[src/rtl/fft_frame_ctrl.sv]
// Frame sequencer around a streaming FFT: captures 2^N samples, drains the FFT
// output into a RAM, then reads the RAM back in natural order at a slow hold rate.
module fft_frame_ctrl #(
  parameter int unsigned N    = 9,
  parameter logic [23:0] fdiv = 24'd400000,
  parameter logic [15:0] TMO  = 16'd4096
) (
  input  logic         clk,
  input  logic         areset,
  input  logic         start,
  input  logic         cont,
  input  logic         din_valid,
  input  logic         fft_ovalid,
  input  logic [N-1:0] fft_oidx,
  output logic         en_fft,
  output logic [N-1:0] cnt_fft,
  output logic         ram_wea,
  output logic [N-1:0] ram_addr,
  output logic         enout,
  output logic [N-1:0] cnt_ram_out,
  output logic         busy,
  output logic         frame_done,
  output logic         ovf,
  output logic         tmo_err
);

  typedef enum logic [1:0] {
    S_IDLE    = 2'd0,
    S_CAPTURE = 2'd1,
    S_DRAIN   = 2'd2,
    S_READOUT = 2'd3
  } state_t;

  state_t       state_q, state_d;
  logic [N-1:0] cnt_q, cnt_d;
  logic [N:0]   rd_cnt_q, rd_cnt_d;
  logic [23:0]  hold_cnt_q, hold_cnt_d;
  logic [15:0]  tmo_cnt_q, tmo_cnt_d;
  logic         en_fft_d, enout_d, frame_done_d, ovf_d, tmo_err_d;
  logic [N-1:0] cnt_fft_d, cnt_ram_out_d;

  // The FFT writes its output in bit-reversed order; reading through the
  // reversed address yields natural-order bins.
  function automatic logic [N-1:0] bit_rev(input logic [N-1:0] v);
    logic [N-1:0] r;
    r = '0;
    for (int i = 0; i < int'(N); i++) r[i] = v[N-1-i];
    return r;
  endfunction

  assign busy = (state_q != S_IDLE);

  always_comb begin
    // NOTE: every signal written here gets a default first, so no path through
    // the case statement can leave a value unassigned and infer a latch.
    state_d       = state_q;
    cnt_d         = cnt_q;
    rd_cnt_d      = rd_cnt_q;
    hold_cnt_d    = hold_cnt_q;
    tmo_cnt_d     = tmo_cnt_q;
    ovf_d         = ovf;
    tmo_err_d     = tmo_err;
    en_fft_d      = 1'b0;
    cnt_fft_d     = cnt_fft;
    frame_done_d  = 1'b0;
    enout_d       = (state_q == S_READOUT) && !rd_cnt_q[N];
    cnt_ram_out_d = rd_cnt_q[N-1:0];
    ram_wea       = 1'b0;
    ram_addr      = '0;

    unique case (state_q)
      S_IDLE: begin
        if (start || cont) begin
          state_d   = S_CAPTURE;
          cnt_d     = '0;
          ovf_d     = 1'b0;
          tmo_err_d = 1'b0;
        end
      end

      S_CAPTURE: begin
        if (start) ovf_d = 1'b1;
        if (din_valid) begin
          en_fft_d  = 1'b1;
          cnt_fft_d = cnt_q;
          cnt_d     = cnt_q + N'(1);
          if (&cnt_q) begin
            state_d   = S_DRAIN;
            tmo_cnt_d = '0;
          end
        end
      end

      S_DRAIN: begin
        if (start || din_valid) ovf_d = 1'b1;
        ram_wea  = fft_ovalid;
        ram_addr = fft_oidx;
        if (fft_ovalid) begin
          tmo_cnt_d = '0;
          if (&fft_oidx) begin
            state_d    = S_READOUT;
            rd_cnt_d   = '0;
            hold_cnt_d = '0;
          end
        end else if (tmo_cnt_q == TMO - 16'd1) begin
          tmo_err_d = 1'b1;
          state_d   = S_IDLE;
        end else begin
          tmo_cnt_d = tmo_cnt_q + 16'd1;
        end
      end

      S_READOUT: begin
        if (start || din_valid) ovf_d = 1'b1;
        ram_addr = bit_rev(rd_cnt_q[N-1:0]);
        if (rd_cnt_q[N]) begin
          frame_done_d = 1'b1;
          // Re-entering capture in continuous mode is a new frame accept, which
          // wins over a sample dropped on this same cycle.
          if (cont) begin
            state_d   = S_CAPTURE;
            ovf_d     = 1'b0;
            tmo_err_d = 1'b0;
          end else begin
            state_d = S_IDLE;
          end
        end else if (hold_cnt_q == fdiv) begin
          rd_cnt_d   = rd_cnt_q + (N+1)'(1);
          hold_cnt_d = '0;
        end else begin
          hold_cnt_d = hold_cnt_q + 24'd1;
        end
      end

      default: state_d = S_IDLE;
    endcase
  end

  always_ff @(posedge clk) begin
    // NOTE: sequential state uses non-blocking assignments so every register
    // samples pre-edge values regardless of statement order.
    if (areset) begin
      state_q     <= S_IDLE;
      cnt_q       <= '0;
      rd_cnt_q    <= '0;
      hold_cnt_q  <= '0;
      tmo_cnt_q   <= '0;
      en_fft      <= 1'b0;
      cnt_fft     <= '0;
      enout       <= 1'b0;
      cnt_ram_out <= '0;
      frame_done  <= 1'b0;
      ovf         <= 1'b0;
      tmo_err     <= 1'b0;
    end else begin
      state_q     <= state_d;
      cnt_q       <= cnt_d;
      rd_cnt_q    <= rd_cnt_d;
      hold_cnt_q  <= hold_cnt_d;
      tmo_cnt_q   <= tmo_cnt_d;
      en_fft      <= en_fft_d;
      cnt_fft     <= cnt_fft_d;
      enout       <= enout_d;
      cnt_ram_out <= cnt_ram_out_d;
      frame_done  <= frame_done_d;
      ovf         <= ovf_d;
      tmo_err     <= tmo_err_d;
    end
  end

endmodule

[config.mk]
export PLATFORM = sky130hd
export DESIGN_NAME = fft_frame_ctrl
export DESIGN_NICKNAME = d
export VERILOG_FILES = /design/src/rtl/fft_frame_ctrl.sv
export SDC_FILE = /design/constraint.sdc
export NUM_CORES = 1
export LEC_CHECK = 0
export ABC_AREA = 1
export BUFFER_PORTS_ARGS = -buffer_cell sky130_fd_sc_hd__buf_2
export CORE_MARGIN = 2
export CORE_UTILIZATION = 55
export CTS_BUF_LIST = sky130_fd_sc_hd__clkbuf_4 sky130_fd_sc_hd__clkbuf_8
export DETAILED_ROUTE_END_ITERATION = 10
export PLACE_DENSITY = 0.83
export SETUP_SLACK_MARGIN = 0.2
export SLEW_MARGIN = 25
export SYNTH_ARGS = -nofsm -noshare
export SYNTH_HDL_FRONTEND = slang
export SYNTH_SLANG_ARGS = --single-unit
[constraint.sdc]
create_clock -name clk -period 1.74 [get_ports clk]
set_input_delay 0 -clock clk [delete_from_list [all_inputs] [get_ports clk]]
set_output_delay 0 -clock clk [all_outputs]
set_load 0.005 [all_outputs]
==> flow_summary_export.csv <==
group,metric,value,unit
routing,num_vias,5875,
yosys,syn_inst,751,
floorplanning,die-area,9430,sq um
timing,finalSetupViolations,15,
outcome,status,"finished, violations left",
clocking,clock-root-buffer,"clkbuf_8",
timing,finalCriticalPeriod,1.86,ns
min_path,min_path_type,"primary input to register",
global_route,met1_usage,0.347,
global_route,gr-usage-all-layers,0.290,
timing,finClkSkew,0.00731,ns
floorplanning,initial_core_util,0.575,
min_path,hold_path_depth,3,
yosys,ys_ff_latch,84,
floorplanning,io_pins,49,
timing,period_share,1.07,
floorplanning,dieWidth,97.1,um
placement,placedCellCount,939,
yosys,syn-num-nets,777,
outcome,violations,"negative setup slack",
global_route,grt_max_degree,29,
yosys,async_flop_share,0,
clocking,clkTransAtPathRegs,0.09,ns
global_route,grt_pass1_vias,5093,
clocking,cts_buffer_depth,2,
routing,vias_per_cell,5.92,
yosys,syn_area,4770,sq um
cells_and_area,fin_cells,992,
clocking,numCtsBuffers,9,
cells_and_area,nets,908,
critical_path,reg2reg_slack,-0.12,ns
critical_path,worstReg2RegStart,"cnt_q[0]",
timing,slew_headroom,0.560,
global_route,top_usage_layer,"met2",
clocking,clk_latency,0.38,ns
run,max-cap-violations,0,
timing,worst_pin_slew,0.659,ns
timing,rsz0062_at_grt,"true",
placement,gp_congestion,0.929,
global_route,grt_overflow,0,
placement,io_buffers,48,
global_route,antenna_found_initial,0,
routing,drc,0,
power_and_ir_drop,leakagePower,3.00,nW
global_route,grt.met2_usage,0.506,
yosys,avgSynthCellArea,6.35,sq um
power_and_ir_drop,power,6.85,mW
placement,dp_hpwl,9.17,mm
critical_path,arrival,2.16,ns
routing,wire_per_inst,17.2,um
yosys,synth_cell_types,36,
timing,setup_ws,-0.118,ns
routing,drtPass1Iterations,5,
cells_and_area,syn2layout_area_growth,41.7,%
floorplanning,design.core.area,8300,sq um
clocking,clock_sinks,84,
critical_path,worst-setup-path-type,"register to register",
global_route,use_met3,0.0518,
yosys,synth_edf_count,0,
cells_and_area,diodes,0,
cells_and_area,fin_util,0.815,
critical_path,required,2.04,ns
timing,hold_viol,0,
clocking,cts_tree,"built",
power_and_ir_drop,vdd_drop_max,0.985,mV
global_route,grt_pass1_wl,22.7,mm
critical_path,cp_max_fo,7,
cells_and_area,drive_gt1_frac,0.351,
timing,fmax,0.538,GHz
routing,ant_nets,0,
timing,timing.hold.ws,0.00904,ns
cells_and_area,postLayoutCellArea,6760,sq um
min_path,hold_start,"cont",
clocking,htreeDepth,3,
power_and_ir_drop,powerDensity,1010,nW/um^2
critical_path,endpoint_kind,"register",
placement,dpl_cell_area,5510,sq um
yosys,yosys_warnings,0,
yosys,yosysSeqAreaShare,0.353,
yosys,ys.flop_type,"dfxtp_1",
routing,totalWireLength,17.1,mm
routing,first_iter_violations,607,
floorplanning,rows,33,
critical_path,reg2reg_depth,12,
critical_path,cp-start-kind,"register",
floorplanning,fp.dieH,97.1,um
min_path,min_to,"state_q[0]",
timing,report.final.slew_viol_count,0,
critical_path,r2r-end,"tmo_cnt_q[3]",
cells_and_area,fillerInstances,486,
-- synth_stat cells, types with 6 or more instances --
cell | count | area [sq um]
a21oi_1 | 38 | 190
clkbuf_1 | 8 | 30.0
dfxtp_1 | 84 | 1680
ha_1 | 11 | 138
inv_1 | 100 | 375
nand2_1 | 196 | 736
nand2_2 | 10 | 62.6
nand3_1 | 50 | 250
nand4_1 | 20 | 125
nor2_1 | 125 | 469
nor2_2 | 6 | 37.5
nor3_1 | 14 | 70.1
o21ai_0 | 38 | 190
-- worst max-delay path by stage --
stage | slack [ns] | endpoint | cells past startpoint | startpoint
finish | -0.12 | tmo_cnt_q[3] | 12 | cnt_q[0]
global route | -0.20 | tmo_cnt_q[3] | 13 | cnt_q[3]
CTS | 0.02 | state_q[0] | 13 | cnt_q[0]
detailed placement | -0.17 | tmo_cnt_q[15] | 13 | cnt_q[1]
global placement | -0.08 | tmo_cnt_q[10] | 12 | cnt_q[1]
floorplan | 0.007 | tmo_cnt_q[13] | 14 | cnt_q[3]
-- cells in the final DEF, fill, tap and decap left out, types with 14 or more instances in the layout --
master   instances
buf_6           25
dfxtp_1         72
buf_2           48
nor2_2          14
a21oi_1         29
nand2_2         32
buf_4           58
o21ai_1         14
nand2_1        162
o21ai_2         15
inv_1           88
nand3_1         38
nor2_1         113
nand4_1         20
-- metal layers --
| layer | wire (um) | share of wire |
|---|---|---|
| met3 | 1480 | 0.087 |
| met5 | 0 | 0 |
| met1 | 6110 | 0.36 |
| met4 | 1100 | 0.065 |
| met2 | 8370 | 0.49 |
-- metrics by stage --
stage | setup TNS, ns | setup WS, ns
2_1_floorplan | 0 | 0.00686
3_3_place_gp | -0.417 | -0.0788
3_5_place_dp | -1.94 | -0.175
4_1_cts | 0 | 0.0208
5_1_grt | -2.82 | -0.199
6_report | -0.499 | -0.118
-- flip-flops by register name, indices dropped and copies added (netlist names) --
register,cells
cnt_fft,9
cnt_q,9
cnt_ram_out,9
en_fft,1
enout,1
frame_done,1
hold_cnt_q,24
ovf,1
rd_cnt_q,10
state_q,2
tmo_cnt_q,16
tmo_err,1
-- critical path: stages (launching register included) --
cell     delay [ns]
dfxtp_2        0.36
ha_4           0.14
nand3_2        0.06
nor3_2         0.12
ha_2           0.20
nand2_2        0.05
nand2_2        0.08
o21a_4         0.18
o21ai_4        0.10
nand2_4        0.13
buf_4          0.12
nand3_1        0.07
a21oi_1        0.16
-- cell type report --
cell class                 count  area (sq um)  share of cell area
tap                          105           131              0.0194
multi-input combinational    547          3230               0.478
sequential                    84          1700               0.252
inverter                     104           432              0.0639
timing repair inverter         1          7.51             0.00111
timing repair buffer         135          1030               0.152
clock inverter                 5          83.8              0.0124
clock buffer                  11           145              0.0215
-- cells by family (layout without fill, tap and decap cells) --
logic type,after synthesis,count (layout),synth area share
adder cells (fa/ha/maj),11,11,0.0289
XOR/XNOR,6,6,0.0110
buffers and inverters,122,256,0.104
AO/OA/AOI/OAI,92,92,0.104
flip-flops,84,84,0.353
AND/OR/NAND/NOR,436,438,0.400
-- timing repair --
action	in CTS	in global routing
resized for setup	85	133
pin swaps	34	59
gates cloned	4	0
buffers inserted	11	22
setup endpoints to repair	77	79
hold buffers	0	0
-- power by group --
group	internal, mW	leakage [nW]	total (mW)	switching, mW
Combinational	1.30	2.21	3.01	1.71
Sequential	2.07	0.685	2.17	0.0947
Clock	0.870	0.110	1.68	0.809
Power figures use the tool's default switching activity.
